### config.mk
export PLATFORM = sky130hd
export DESIGN_NAME = xor_stream_cipher
export DESIGN_NICKNAME = d
export VERILOG_FILES = /design/src/rtl/xor_cipher_pkg.sv /design/src/rtl/xor_key_store.sv /design/src/rtl/xor_stream_cipher.sv
export SDC_FILE = /design/constraint.sdc
export NUM_CORES = 1
export LEC_CHECK = 0
export CORE_MARGIN = 1
export CORE_UTILIZATION = 35
export DETAILED_ROUTE_END_ITERATION = 7
export PLACE_DENSITY = 0.64
export SLEW_MARGIN = 20
export SYNTH_ARGS = -nofsm -noshare
export SYNTH_HDL_FRONTEND = slang
export SYNTH_SLANG_ARGS = --single-unit
### constraint.sdc
create_clock -name iClk -period 4.6 [get_ports iClk]
set_input_delay 0.92 -clock iClk [delete_from_list [all_inputs] [get_ports iClk]]
set_output_delay 0.92 -clock iClk [all_outputs]
set_load 0.005 [all_outputs]
### src/rtl/xor_cipher_pkg.sv
// Shared types, default sizes and helpers for the XOR stream cipher.
package xor_cipher_pkg;

  typedef enum logic [1:0] {
    IDLE  = 2'd0,
    RUN   = 2'd1,
    DRAIN = 2'd2
  } state_e;

  localparam int XC_DATA_W    = 8;
  localparam int XC_KEY_WORDS = 4;
  localparam int XC_MAX_LEN   = 64;

  // Widest key the rotate helper can handle.
  localparam int ROT_MAX_W = 256;

  // Rotate the low w bits of v left by one; bits at and above w come back as 0.
  function automatic logic [ROT_MAX_W-1:0] rotl1(input logic [ROT_MAX_W-1:0] v,
                                                 input int unsigned w);
    logic [ROT_MAX_W-1:0] mask;
    logic [ROT_MAX_W-1:0] msb;
    mask = {ROT_MAX_W{1'b1}} >> (ROT_MAX_W - w);
    msb  = (v >> (w - 1)) & ROT_MAX_W'(1);
    return ((v << 1) & mask) | msb;
  endfunction

endpackage

### src/rtl/xor_key_store.sv
// Key store: collects KEY_WORDS words (word 0 first) and flags a complete key.
module xor_key_store
  import xor_cipher_pkg::*;
#(
  parameter int DATA_W    = XC_DATA_W,
  parameter int KEY_WORDS = XC_KEY_WORDS
) (
  input  logic                        clk_i,
  input  logic                        rst_i,
  input  logic                        en_i,
  input  logic                        wr_i,
  input  logic [DATA_W-1:0]           wr_data_i,
  output logic [DATA_W*KEY_WORDS-1:0] key_o,
  output logic                        loaded_o
);

  localparam int KCNT_W = (KEY_WORDS > 1) ? $clog2(KEY_WORDS) : 1;

  logic [DATA_W-1:0] words_q [KEY_WORDS];
  logic [KCNT_W-1:0] cnt_q, cnt_d;
  logic              loaded_q, loaded_d;

  // Next write slot and completeness flag; any partial rewrite invalidates the key.
  always_comb begin
    cnt_d    = cnt_q;
    loaded_d = loaded_q;
    if (wr_i) begin
      if (cnt_q == KCNT_W'(KEY_WORDS - 1)) begin
        cnt_d    = '0;
        loaded_d = 1'b1;
      end else begin
        cnt_d    = cnt_q + KCNT_W'(1);
        loaded_d = 1'b0;
      end
    end
  end

  // Key words, write pointer and loaded flag; reset wipes the stored key.
  always_ff @(posedge clk_i) begin
    if (rst_i) begin
      cnt_q    <= '0;
      loaded_q <= 1'b0;
      for (int i = 0; i < KEY_WORDS; i++) words_q[i] <= '0;
    end else if (en_i) begin
      cnt_q    <= cnt_d;
      loaded_q <= loaded_d;
      if (wr_i) words_q[cnt_q] <= wr_data_i;
    end
  end

  for (genvar g = 0; g < KEY_WORDS; g++) begin : g_pack
    assign key_o[g*DATA_W +: DATA_W] = words_q[g];
  end

  assign loaded_o = loaded_q;

endmodule

### src/rtl/xor_stream_cipher.sv
// Streaming XOR cipher: message words XORed with a repeating key, one word per beat.
// Optional build macro XOR_KEY_EVOLVE_EN: the working key rotates left by one bit
// each time the key index wraps, restarting from the stored key on every message.
module xor_stream_cipher
  import xor_cipher_pkg::*;
#(
  parameter int DATA_W    = XC_DATA_W,
  parameter int KEY_WORDS = XC_KEY_WORDS,
  parameter int MAX_LEN   = XC_MAX_LEN,
  parameter int LEN_W     = $clog2(MAX_LEN + 1)
) (
  input  logic              iClk,
  input  logic              iRst,
  input  logic              iEn,
  input  logic              iKey_valid,
  input  logic [DATA_W-1:0] iKey_data,
  output logic              oKey_ready,
  output logic              oKey_loaded,
  input  logic              iStart,
  input  logic [LEN_W-1:0]  iMsg_len,
  output logic              oBusy,
  output logic              oErr,
  input  logic              iIn_valid,
  input  logic [DATA_W-1:0] iIn_data,
  output logic              oIn_ready,
  output logic              oOut_valid,
  output logic [DATA_W-1:0] oOut_data,
  input  logic              iOut_ready,
  output logic              oFirst,
  output logic              oLast,
  output logic              oDone
);

  localparam int KEY_BITS = DATA_W * KEY_WORDS;
  localparam int KCNT_W   = (KEY_WORDS > 1) ? $clog2(KEY_WORDS) : 1;

  state_e              state_q, state_d;
  logic [LEN_W-1:0]    len_q, len_d;
  logic [LEN_W-1:0]    beat_q, beat_d;
  logic [KCNT_W-1:0]   kidx_q, kidx_d;
  logic [KEY_BITS-1:0] wkey_q, wkey_d;
  logic                out_valid_q, out_valid_d;
  logic [DATA_W-1:0]   out_data_q, out_data_d;
  logic                first_q, first_d;
  logic                last_q, last_d;
  logic                err_q, err_d;
  logic                done_q, done_d;

  logic [KEY_BITS-1:0] store_key;
  logic                key_loaded;
  logic                key_wr;
  logic                in_fire;
  logic                out_fire;
  logic                len_ok;
  logic [DATA_W-1:0]   wkey_w [KEY_WORDS];

  assign oKey_ready = (state_q == IDLE);
  assign oIn_ready  = (state_q == RUN) && (!out_valid_q || iOut_ready);
  assign oBusy      = (state_q != IDLE);
  assign key_wr     = iKey_valid && oKey_ready;
  assign in_fire    = iIn_valid && oIn_ready;
  assign out_fire   = out_valid_q && iOut_ready;
  assign len_ok     = (iMsg_len != '0) && (iMsg_len <= LEN_W'(MAX_LEN));

  for (genvar g = 0; g < KEY_WORDS; g++) begin : g_wkey
    assign wkey_w[g] = wkey_q[g*DATA_W +: DATA_W];
  end

  xor_key_store #(
    .DATA_W    (DATA_W),
    .KEY_WORDS (KEY_WORDS)
  ) u_key_store (
    .clk_i     (iClk),
    .rst_i     (iRst),
    .en_i      (iEn),
    .wr_i      (key_wr),
    .wr_data_i (iKey_data),
    .key_o     (store_key),
    .loaded_o  (key_loaded)
  );

  // Next-state logic: start/error in IDLE, beat encryption in RUN, final drain.
  always_comb begin
    state_d     = state_q;
    len_d       = len_q;
    beat_d      = beat_q;
    kidx_d      = kidx_q;
    wkey_d      = wkey_q;
    out_valid_d = out_valid_q;
    out_data_d  = out_data_q;
    first_d     = first_q;
    last_d      = last_q;
    err_d       = 1'b0;
    done_d      = 1'b0;
    unique case (state_q)
      IDLE: begin
        if (iStart) begin
          if (key_loaded && len_ok) begin
            len_d   = iMsg_len;
            wkey_d  = store_key;
            kidx_d  = '0;
            beat_d  = '0;
            state_d = RUN;
          end else begin
            err_d = 1'b1;
          end
        end
      end
      RUN: begin
        if (out_fire) out_valid_d = 1'b0;
        if (in_fire) begin
          out_valid_d = 1'b1;
          out_data_d  = iIn_data ^ wkey_w[kidx_q];
          first_d     = (beat_q == '0);
          last_d      = (beat_q == len_q - LEN_W'(1));
          beat_d      = beat_q + LEN_W'(1);
          if (kidx_q == KCNT_W'(KEY_WORDS - 1)) begin
            kidx_d = '0;
`ifdef XOR_KEY_EVOLVE_EN
            wkey_d = KEY_BITS'(rotl1(ROT_MAX_W'(wkey_q), KEY_BITS));
`endif
          end else begin
            kidx_d = kidx_q + KCNT_W'(1);
          end
          if (beat_q == len_q - LEN_W'(1)) state_d = DRAIN;
        end
      end
      DRAIN: begin
        if (out_fire) begin
          out_valid_d = 1'b0;
          done_d      = 1'b1;
          state_d     = IDLE;
        end
      end
      default: state_d = IDLE;
    endcase
  end

  // State and datapath registers; everything freezes while iEn is low.
  always_ff @(posedge iClk) begin
    if (iRst) begin
      state_q     <= IDLE;
      len_q       <= '0;
      beat_q      <= '0;
      kidx_q      <= '0;
      wkey_q      <= '0;
      out_valid_q <= 1'b0;
      out_data_q  <= '0;
      first_q     <= 1'b0;
      last_q      <= 1'b0;
      err_q       <= 1'b0;
      done_q      <= 1'b0;
    end else if (iEn) begin
      state_q     <= state_d;
      len_q       <= len_d;
      beat_q      <= beat_d;
      kidx_q      <= kidx_d;
      wkey_q      <= wkey_d;
      out_valid_q <= out_valid_d;
      out_data_q  <= out_data_d;
      first_q     <= first_d;
      last_q      <= last_d;
      err_q       <= err_d;
      done_q      <= done_d;
    end
  end

  assign oKey_loaded = key_loaded;
  assign oErr        = err_q;
  assign oOut_valid  = out_valid_q;
  assign oOut_data   = out_data_q;
  assign oFirst      = first_q;
  assign oLast       = last_q;
  assign oDone       = done_q;

endmodule
Word-level counts from Yosys, hierarchy flattened
Memories as Yosys holds them, arrays and structs flattened. A register that Yosys moved wholly into a read port is not among the register bits.
Index checks and enable logic that the tools add are counted.
{"block": "classes", "n_addsub": 4, "magnitude_cmp": 2, "eq_ne": 10, "n_mux": 37, "bitwise": 2, "reduce_logical": 21}
{"operator": "8-bit two-way mux", "count": 3}
{"operator": "2-bit two-way mux", "count": 11}
{"operator": "7-bit two-way mux", "count": 3}
{"operator": "8-bit binary-select mux with 2-bit select", "count": 1}
{"operator": "1-bit two-way mux", "count": 15}
{"operator": "7-bit case mux with 2 select lines", "count": 1}
{"operator": "8-bit OR reduction", "count": 1}
{"operator": "8-bit XOR", "count": 1}
{"operator": "7-bit by 1-bit adder with 7-bit output (second input constant)", "count": 1}
{"operator": "7-bit == test", "count": 1}
{"operator": "7-bit less-or-equal comparator (second input constant)", "count": 1}
{"operator": "7-bit logical NOT", "count": 1}
{"operator": "7-bit nonzero test", "count": 1}
{"operator": "7-bit by 1-bit subtractor with 7-bit output (second input constant)", "count": 1}
{"operator": "2-bit == test (second input constant)", "count": 3}
{"operator": "1-bit logical AND", "count": 6}
{"operator": "2-bit by 1-bit != test with 1-bit output (second input constant)", "count": 3}
{"operator": "2-bit case mux with 3 select lines", "count": 1}
{"operator": "6-bit AND reduction", "count": 1}
{"operator": "2-bit nonzero test", "count": 3}
{"operator": "5-bit AND reduction", "count": 1}
{"operator": "2-bit by 1-bit adder with 2-bit output (second input constant)", "count": 2}
{"operator": "2-bit != test (second input constant)", "count": 2}
{"operator": "2-bit case mux with 2 select lines", "count": 1}
{"operator": "10 further kinds", "count": 11}
{"block": "totals", "ff_bits": 34, "mem_bits_rw": 32, "out_inout_bits": 17, "wordCells": 89, "memories": 1}
{"memory": "u_key_store.words_q", "depth": 4, "width": 8, "read_ports": 4, "rd_clocked_by_memory_dff": 4, "wr": 4, "line_no": "xor_key_store.sv:19", "text": "logic [DATA_W-1:0] words_q [KEY_WORDS];"}

Longest topological paths before layout
Gate-level depths: netlist of run 1.
{"block": "depth", "depth_word": 8, "ltp_mapped": 9, "mapped_depth_nobuf": 8}

By module
Synthesis of run 1 repeated with hierarchy kept, for this count alone.
{"block": "hier_totals", "hier_cells": 414, "area_unflattened_um2": 4543.1}
{"mod": "xor_stream_cipher", "n_inst": 1, "cells_per_inst": 315, "area_per_inst_um2": 3060.4, "seq_area_each_um2": 1261.2}
{"mod": "xor_key_store", "n_inst": 1, "cells_per_inst": 99, "area_per_inst_um2": 1482.7, "seq_area_each_um2": 1021.0}

Worst setup path after synthesis of run 1
No wires, ideal clock.
{"block": "synth_timing", "path_type": "input to register", "from": "in iMsg_len[0]", "to": "reg beat_q[6]", "arrival_ns": 2.606, "required_time_ns": 4.474, "slack_ns": 1.868, "path_stages": 7, "path_buffers": 1, "cell_sequence": "or4_4 o31a_1 o32a_1 buf_6 nor4_2 xnor2_1 nor2_1"}
{"block": "synth_between", "elab_chain_cells": 5, "word_cells_on_any_way": 6, "classes_between": "order compare (1); eq/ne (1); reduce/logical (4)"}
{"element": "start: declaration", "line_no": "xor_stream_cipher.sv:20", "text": "input logic [LEN_W-1:0] iMsg_len,"}
{"element": "7-bit less-or-equal comparator or 7-bit nonzero test (tied branches)", "line_no": "xor_stream_cipher.sv:63", "text": "assign len_ok = (iMsg_len != '0) && (iMsg_len <= LEN_W'(MAX_LEN));"}
{"element": "1-bit logical AND (*)", "line_no": "xor_stream_cipher.sv:63"}
{"element": "1-bit logical AND (*)", "line_no": "xor_stream_cipher.sv:98", "text": "if (key_loaded && len_ok) begin"}
{"element": "2-bit by 1-bit != test with 1-bit output (no line) (*)"}
{"element": "5-bit AND reduction (no line) (*)"}
{"element": "end signal: assignment", "line_no": "xor_stream_cipher.sv:156", "text": "beat_q <= beat_d;"}
{"element": "end: declaration", "line_no": "xor_stream_cipher.sv:39", "text": "logic [LEN_W-1:0] beat_q, beat_d;"}
Every way passes the cells marked *; elsewhere a longest branch is shown, timed or not.
A chain may end at the register's enable or synchronous reset.

Worst setup path in the final report of run 1
{"block": "layout_timing", "from": "in iOut_ready", "to": "out oIn_ready"}
{"block": "layout_between", "elab_chain_cells": 2}
{"element": "start: declaration", "line_no": "xor_stream_cipher.sv:28", "text": "input logic iOut_ready,"}
{"element": "1-bit logical OR", "line_no": "xor_stream_cipher.sv:58", "text": "assign oIn_ready = (state_q == RUN) && (!out_valid_q || iOut_ready);"}
{"element": "1-bit logical AND", "line_no": "xor_stream_cipher.sv:58"}
{"element": "end: declaration", "line_no": "xor_stream_cipher.sv:25", "text": "output logic oIn_ready,"}
No other way between the ends.

==> impl_metrics.csv, run 1 <==
group,metric,value,unit
clocking,cts_hold_buffers,0,
yosys,synthCells,389,
worst_setup_path,r2r_cells,4,
power,switching_share,22.3,%
placement,gp_congestion,0.775,
worst_setup_path,worstSetupPathType,"input port to primary output",
worst_setup_path,crit_arrival,2260,ps
global_route,grt_pass1_vias,2898,
global_route,grt-ovfl-total,0,
yosys,yosysSeqAreaShare,53.3,%
detailed_routing,drt_iter0_drc,109,
detailed_routing,routed_wl,8470,um
worst_setup_path,cp_max_fo,4,
min_path,min_to,"oDone",
global_route,grt_start_max_net_pins,65,
placement,numPortBuffers,46,
yosys,ys_types,41,
clocking,postCtsSetupBuffers,0,
yosys,yosysTopAreaCell,"dfxtp_1",
sta,hold_viol,0,
cells_and_area,instances_no_fill,588,
floorplanning,core,0.0120,mm^2
sta,holdWs,462,ps
worst_setup_path,worstPathRequired,3680,ps
clocking,htree_levels,3,
floorplanning,initial_core_util,35.8,%
detailed_routing,vias,2854,
power,p_leak,0.00214,uW
power,p_sw,376,uW
min_path,hp-start,"oDone",
placement,post-place-ws,1190,ps
yosys,synth_top_area_share,30.8,%
sta,rsz0062_at_grt,"false",
sta,max_slew_margin,39.0,%
clocking,clockRootBuffer,"clkbuf_16",
floorplanning,num_rows,40,
min_path,holdCritPathClass,"register to register",
sta,slew_viol_final,0,
sta,layout_min_cycle_time,3180,ps
clocking,clk_latency,350,ps
cells_and_area,layout_commonest_cell,"dfxtp_1",
placement,place_hpwl,6270,um
clocking,cts_buffer_depth,2,
sta,finalSetupViolations,0,
cells_and_area,fin_nets,474,
global_route,grt_first_pass_wirelength,14300,um
worst_setup_path,timing.rr.start,"state_q[1]",
cells_and_area,antenna_cells,0,
yosys,syn-num-nets,427,
clocking,cts_tree,"built",
power,p_comb_share,4.2,%
yosys,ys.flop_type,"dfxtp_1",
floorplanning,fp.dieArea,0.0127,mm^2
power,power-per-cell-area,326,mW/mm^2
yosys,yosys_register_bits,98,
clocking,clock-sinks,98,
worst_setup_path,start_kind,"input port",
clocking,cts_resized,0,
yosys,async_reset_ff_share,0,%
cells_and_area,layout_common_cells,"dfxtp_1, nor2_1, clkdlybuf4s50_1",
global_route,antenna_found_initial,0,
placement,dp_cells,572,
sta,finalCritPeriodShare,69.2,%
detailed_routing,wl_per_cell,14.4,um
yosys,avgSynthCellArea,11.0,um^2
worst_setup_path,critPathSlowestCell,"clkdlybuf4s50_1",
sta,setup_slack,1420,ps
yosys,synth_edf_count,32,
worst_setup_path,r2r_end,"u_key_store.words_q[3][7]",
detailed_routing,drc_errors,0,
cells_and_area,drive_gt1_share,9.07,%
power,power_frac_seq,54.2,%
worst_setup_path,path_buf_inv,3,
power,internal_power,1310,uW
run,maxCapViolCount,0,
global_route,grt_use_total,14.6,%
detailed_routing,via_per_inst,4.85,
worst_setup_path,critPathMaxStageDelay,540,ps
sta,fin_skew,7.69,ps
worst_setup_path,end_kind,"primary output",
yosys,yosys-top-cells-area,"dfxtp_1, edfxtp_1, mux2i_1",
worst_setup_path,r2r_setup_slack,2320,ps
floorplanning,die_y,113,um
clocking,path_clk_slew,70,ps
detailed_routing,drtPass1Iterations,4,
run_status,status,"complete, no violations",
worst_setup_path,cp_top_family,"buffers and inverters",
yosys,syn-cell-area,0.00429,mm^2
cells_and_area,synthToLayoutAreaGrowth,21.0,%
cells_and_area,fin_util,43.3,%
power,clkPwrFrac,41.7,%
power,peakVddDrop,221,uV
floorplanning,dieWidth,113,um
worst_setup_path,path_cells,"clkdlybuf4s50_1 -> inv_1 -> a21oi_1 -> clkdlybuf4s50_1",
sta,tns,0,ps
min_path,min_path_cells,2,
detailed_routing,antenna_left,0,
worst_setup_path,timing.critical_path.mode_cell,"clkdlybuf4s50_1",
floorplanning,io_pins,47,
sta,fmax,0.314,GHz
clocking,cts_buffers,9,
yosys,yosys_warnings,0,
sta,worst_slew_pin_slew,915,ps
==> worst reg2reg max path, delay by kind of cell, from the launching register on <==
family	cells	cell delay, ps
compound gates	1	770
fa+ha+maj	1	350
buf+inv	1	80
flops	1	330
simple gates	1	380
==> power groups by stage <==
stage / Combinational [uW] / Sequential (uW) / Clock [uW]
2_1_floorplan: 29.4 / 930 / 0
3_3_place_gp: 69.7 / 934 / 0
3_5_place_dp: 71.2 / 934 / 0
4_1_cts: 71.5 / 914 / 721
5_1_grt: 77.0 / 916 / 755
6_report: 70.2 / 914 / 704
==> state kept, by name, indices dropped and copies added (netlist names) <==
name / count
oErr: 1
oOut_data: 8
kidx_q: 2
wkey_q: 32
u_key_store.loaded_o: 1
len_q: 7
oDone: 1
state_q: 2
u_key_store.words_q: 32
oLast: 1
oOut_valid: 1
oFirst: 1
u_key_store.cnt_q: 2
beat_q: 7
==> per-layer routing <==
layer / vias to the layer above / share of wire, % / global-route usage (%)
met5: - / 0 / 0
met4: 0 / 1.8 / 6.49
met2: 47 / 47 / 24.2
met3: 11 / 3.3 / 2.92
li1: 1460 / - / -
met1: 1336 / 48 / 18.5
==> through the flow <==
step,cell area [um^2],power [uW]
after global placement,4910,1000
after detailed placement,4910,1010
after CTS,5180,1710
final,5180,1690
after global routing,5180,1750
after floorplan,4290,960
==> kinds of logic (layout without fill, tap and decap cells) <==
group           Yosys count  after routing  share of synthesized area [%]
xor+xnor                 23             23                           4.70
mux                      51             51                           14.2
flops                    98             98                           53.3
fa+ha+maj                 8              8                           2.34
buf+inv                  30             82                           2.92
simple gates            142            142                           16.8
compound gates           37             37                           5.69
==> cells in the mapped netlist (2+ instances only) <==
| cell | number |
|---|---|
| buf_2 | 4 |
| nand2_1 | 13 |
| nor2_1 | 61 |
| nor3_1 | 8 |
| edfxtp_1 | 32 |
| clkbuf_1 | 12 |
| mux4_2 | 8 |
| and2_1 | 32 |
| nor4_1 | 4 |
| nor4b_1 | 2 |
| nand4_1 | 2 |
| dfxtp_1 | 66 |
| or2_2 | 3 |
| o32a_1 | 2 |
| a211oi_1 | 9 |
| ha_1 | 8 |
| mux2i_1 | 43 |
| a21oi_1 | 12 |
| nand3_1 | 7 |
| o21ai_0 | 6 |
| nand2b_1 | 2 |
| xor2_1 | 6 |
| xnor2_1 | 17 |
| inv_1 | 13 |
==> worst max path at each step <==
| stage | start | end | slack, ps | cells past startpoint |
|---|---|---|---|---|
| 6_report | iOut_ready | oIn_ready | 1420 | 4 |
| 4_1_cts | iOut_ready | oIn_ready | 1420 | 4 |
| 2_1_floorplan | iMsg_len[0] | beat_q[6] | 1870 | 7 |
| 3_5_place_dp | iMsg_len[1] | wkey_q[28] | 1190 | 8 |
| 3_3_place_gp | iMsg_len[1] | wkey_q[9] | 1250 | 8 |
| 5_1_grt | iOut_ready | oIn_ready | 1350 | 4 |
==> layout make-up <==
cell class | instances | area (um^2)
Clock buffer | 9 | 225
Timing Repair Buffer | 53 | 508
Multi-Input combinational cell | 261 | 1880
Clock inverter | 7 | 52.6
Fill cell | 1121 | 6780
Sequential cell | 98 | 2280
Tap cell | 147 | 184
Inverter | 13 | 48.8
No activity file was read; power rests on OpenSTA's default activity.
==> run 2: changes to the inputs <==
- clock period: 4.6 -> 3 ns (I/O delays scaled with it)
==> impl_metrics.csv, run 2 (synthesis gave the netlist of run 1 again) <==
group,metric,value,unit
worst_setup_path,end_kind,"register",
worst_setup_path,crit_arrival,2920,ps
sta,hold_viol,0,
cells_and_area,instances_no_fill,591,
cells_and_area,drive_gt1_share,9.68,%
worst_setup_path,r2r_end,"beat_q[0]",
cells_and_area,regArea,0.00228,mm^2
global_route,grt_pass1_vias,2915,
worst_setup_path,worstSetupPathType,"input port to register",
sta,worst_slew_pin_slew,925,ps
clocking,cts_buffer_depth,2,
worst_setup_path,worstPathRequired,3230,ps
placement,gp_congestion,0.745,
worst_setup_path,timing.rr.start,"state_q[1]",
worst_setup_path,crit_start,"iMsg_len[0]",
cells_and_area,multiInputGateArea,0.00188,mm^2
detailed_routing,route.met2.wl,4230,um
detailed_routing,routed_wl,8720,um
floorplanning,io_pins,47,
power,switching_share,21.8,%
cells_and_area,fillers,1126,
placement,dp_cells,575,
detailed_routing,via_per_inst,4.89,
clocking,clk_latency,340,ps
global_route,grt_use_total,14.8,%
sta,fin_skew,7.42,ps
clocking,cts_hold_buffers,0,
floorplanning,die_y,113,um
sta,finalCritPeriodShare,89.8,%
placement,post-place-ws,-33.1,ps
detailed_routing,drtPass1Iterations,4,
power,p_leak,0.00217,uW
clocking,clockRootBuffer,"clkbuf_16",
floorplanning,num_rows,40,
sta,max_slew_margin,38.3,%
detailed_routing,wl_per_cell,14.8,um
detailed_routing,wl_met1,4030,um
sta,fmax,0.371,GHz
cells_and_area,layout_common_cells,"dfxtp_1, nor2_1, clkdlybuf4s50_1",
detailed_routing,drc_errors,0,
worst_setup_path,start_kind,"input port",
clocking,path_clk_slew,70,ps
placement,numPortBuffers,46,
power,peakVddDrop,248,uV
min_path,holdCritPathClass,"register to register",
global_route,antenna_found_initial,0,
clocking,clock-sinks,98,
detailed_routing,antenna_left,0,
cells_and_area,synthToLayoutAreaGrowth,22.2,%
power,power_frac_seq,53.6,%
clocking,htree_levels,3,
run,maxCapViolCount,0,
sta,finalSetupViolations,0,
floorplanning,fp.dieArea,0.0127,mm^2
floorplanning,dieWidth,113,um
power,p_comb_share,4.3,%
cells_and_area,fin_nets,477,
placement,place_hpwl,6280,um
cells_and_area,layout_commonest_cell,"dfxtp_1",
clocking,cts_buffers,9,
sta,slew_viol_final,0,
worst_setup_path,cp_max_fo,10,
cells_and_area,antenna_cells,0,
global_route,grt-ovfl-total,0,
worst_setup_path,r2r_cells,8,
power,fin_total_pwr,2610,uW
global_route,grt_start_max_net_pins,42,
power,internal_power,2040,uW
sta,holdWs,466,ps
floorplanning,core,0.0120,mm^2
run_status,status,"complete, no violations",
clocking,cts_tree,"built",
detailed_routing,dr.max_layer_used,"met4",
sta,rsz0062_at_grt,"false",
clocking,postCtsSetupBuffers,0,
detailed_routing,met3WireLength,339,um
power,clkPwrFrac,42.0,%
power,power-per-cell-area,498,mW/mm^2
sta,tns,0,ps
worst_setup_path,endpoint,"state_q[0]",
worst_setup_path,r2r_setup_slack,770,ps
sta,setup_slack,305,ps
sta,layout_min_cycle_time,2700,ps
floorplanning,initial_core_util,35.8,%
clocking,cts_resized,0,
global_route,grt_first_pass_wirelength,14600,um
power,p_sw,569,uW
detailed_routing,drt_iter0_drc,99,
detailed_routing,vias,2890,
run 2: worst min path at each step:
stage	from	end	slack, ps	depth (start not counted)
after floorplan	oDone	oDone	450	2
after global placement	oDone	oDone	440	2
after detailed placement	oErr	oErr	460	2
after CTS	oErr	oErr	470	2
after global routing	oErr	oErr	490	2
final	oErr	oErr	470	2
run 2: metrics by stage:
step	utilization (%)	instance area [um^2]
2_1_floorplan	-	4290
3_3_place_gp	41.4	4950
3_5_place_dp	41.4	4950
4_1_cts	43.8	5240
5_1_grt	43.8	5240
6_report	43.8	5240
run 2: cell type report:
cell class,instances,area share [%]
clock buffers,10,4.56
well taps,147,3.51
inverters,13,0.931
flip-flops and latches,98,43.6
clock inverters,6,0.884
multi-input cells,261,35.9
repair buffers,56,10.6
run 2: power by group through the flow:
stage | clock network [uW] | logic, uW | registers, uW
floorplan | 0 | 45.1 | 1430
global placement | 0 | 113 | 1430
detailed placement | 0 | 115 | 1430
CTS | 1120 | 115 | 1400
global route | 1170 | 123 | 1400
finish | 1100 | 112 | 1400
run 2: worst max-delay path, cell delays in order:
cell	delay, ps
clkdlybuf4s50_1	420
or4_4	540
o31a_1	270
o32a_1	500
a21oi_1	280
o21ai_0	160
mux2i_1	140
run 2: metal layers:
layer | GRT usage (%) | up-vias
met2 | 24.1 | 60
met5 | 0 | -
met3 | 3.13 | 10
met1 | 19.2 | 1354
met4 | 5.69 | 0
li1 | - | 1466
==> run 3: changes to the inputs <==
- GPL_TIMING_DRIVEN: unset -> 0
- RECOVER_POWER: unset -> 50
- TNS_END_PERCENT: unset -> 10
==> impl_metrics.csv, run 3 (synthesis gave the netlist of run 1 again) <==
group,metric,value,unit
clocking,clockRootBuffer,"clkbuf_16",
cells_and_area,drive_gt1_share,8.20,%
clocking,cts_buffer_depth,2,
clocking,cts_hold_buffers,0,
global_route,antenna_found_initial,0,
detailed_routing,via_per_inst,4.89,
clocking,cts_resized,0,
sta,finalCritPeriodShare,91.8,%
cells_and_area,layout_commonest_cell,"dfxtp_1",
run,maxCapViolCount,0,
clocking,cts_buffers,9,
worst_setup_path,cp_max_fo,10,
sta,tns,0,ps
power,power-per-cell-area,494,mW/mm^2
clocking,htree_levels,3,
run_status,status,"complete, no violations",
min_path,holdCritPathClass,"register to register",
placement,place_hpwl,6930,um
detailed_routing,vias,2926,
global_route,grt-ovfl-total,0,
cells_and_area,antenna_cells,0,
cells_and_area,fin_nets,484,
global_route,grt_start_max_net_pins,18,
floorplanning,io_pins,47,
sta,rsz0062_at_grt,"false",
power,fin_total_pwr,2580,uW
floorplanning,fp.dieArea,0.0127,mm^2
sta,layout_min_cycle_time,2750,ps
placement,gp_congestion,0.799,
placement,dp_cells,582,
global_route,grt_pass1_vias,2960,
sta,max_slew_margin,34.6,%
detailed_routing,drt_iter0_drc,165,
worst_setup_path,worstSetupPathType,"input port to register",
floorplanning,dieWidth,113,um
floorplanning,die_y,113,um
placement,numPortBuffers,46,
cells_and_area,layout_common_cells,"dfxtp_1, nor2_1, mux2i_1",
cells_and_area,instances_no_fill,598,
detailed_routing,wl_per_cell,15.4,um
global_route,grt_use_total,16.0,%
sta,hold_viol,0,
clocking,clk_latency,340,ps
power,p_leak,0.00216,uW
floorplanning,core,0.0120,mm^2
cells_and_area,fillers,1144,
sta,fin_skew,5.94,ps
detailed_routing,antenna_left,0,
clocking,path_clk_slew,60,ps
global_route,grt_first_pass_wirelength,15600,um
sta,finalSetupViolations,0,
power,peakVddDrop,245,uV
floorplanning,initial_core_util,35.8,%
clocking,postCtsSetupBuffers,0,
worst_setup_path,start_kind,"input port",
worst_setup_path,end_kind,"register",
floorplanning,num_rows,40,
cells_and_area,synthToLayoutAreaGrowth,21.6,%
detailed_routing,routed_wl,9220,um
detailed_routing,drc_errors,0,
sta,slew_viol_final,0,
detailed_routing,drtPass1Iterations,4,
sta,fmax,0.363,GHz
clocking,cts_tree,"built",
worst_setup_path,worstPathRequired,3220,ps
clocking,clock-sinks,98,
sta,worst_slew_pin_slew,981,ps
worst_setup_path,crit_arrival,2970,ps
-- run 3: worst paths after layout --
path	cells past startpoint	slack [ps]	to	from
min	2	450	oDone	oDone
max	8	250	state_q[0]	iMsg_len[1]
max reg2reg	5	520	u_key_store.words_q[2][0]	state_q[0]
min reg2reg	2	450	oDone	oDone
-- run 3: critical path, cell delays in order --
cell and delay [ps]:
clkdlybuf4s50_1 430, or4_1 540, o31a_1 280, o32a_1 330, clkbuf_2 220, a21oi_1 260
o21ai_0 170, mux2i_1 150
-- run 3: cell type report --
type	instances	area, um^2	share of cell area (%)
clock buffers	10	229	4.39
repair buffers	46	460	8.84
well taps	147	184	3.53
multi-input cells	261	1890	36.3
inverters	13	48.8	0.936
plain buffers	17	70.1	1.34
flip-flops and latches	98	2280	43.8
clock inverters	6	43.8	0.840
-- run 3: where the power goes --
group | switching, uW | internal [uW]
Sequential | 13.5 | 1390
Clock | 494 | 565
Combinational | 59.0 | 53.4
Total | 566 | 2010
-- run 3: per-layer routing --
layer  track usage, %  vias to the layer above  routed length [um]
met5                0                        -                   0
met4             6.84                        0                 158
met3             2.59                       11                 311
met2             25.8                       58                4250
met1             21.3                     1378                4500
li1                 -                     1479                   -
-- run 3: metrics by stage --
step	hold slack, ps	utilization [%]	setup slack [ps]	area, um^2
2_1_floorplan	448	-	588	4290
3_3_place_gp	441	41.2	-268	4930
3_5_place_dp	445	41.2	-374	4930
4_1_cts	454	43.5	0.944	5200
5_1_grt	476	43.6	88.5	5210
6_report	445	43.6	247	5210
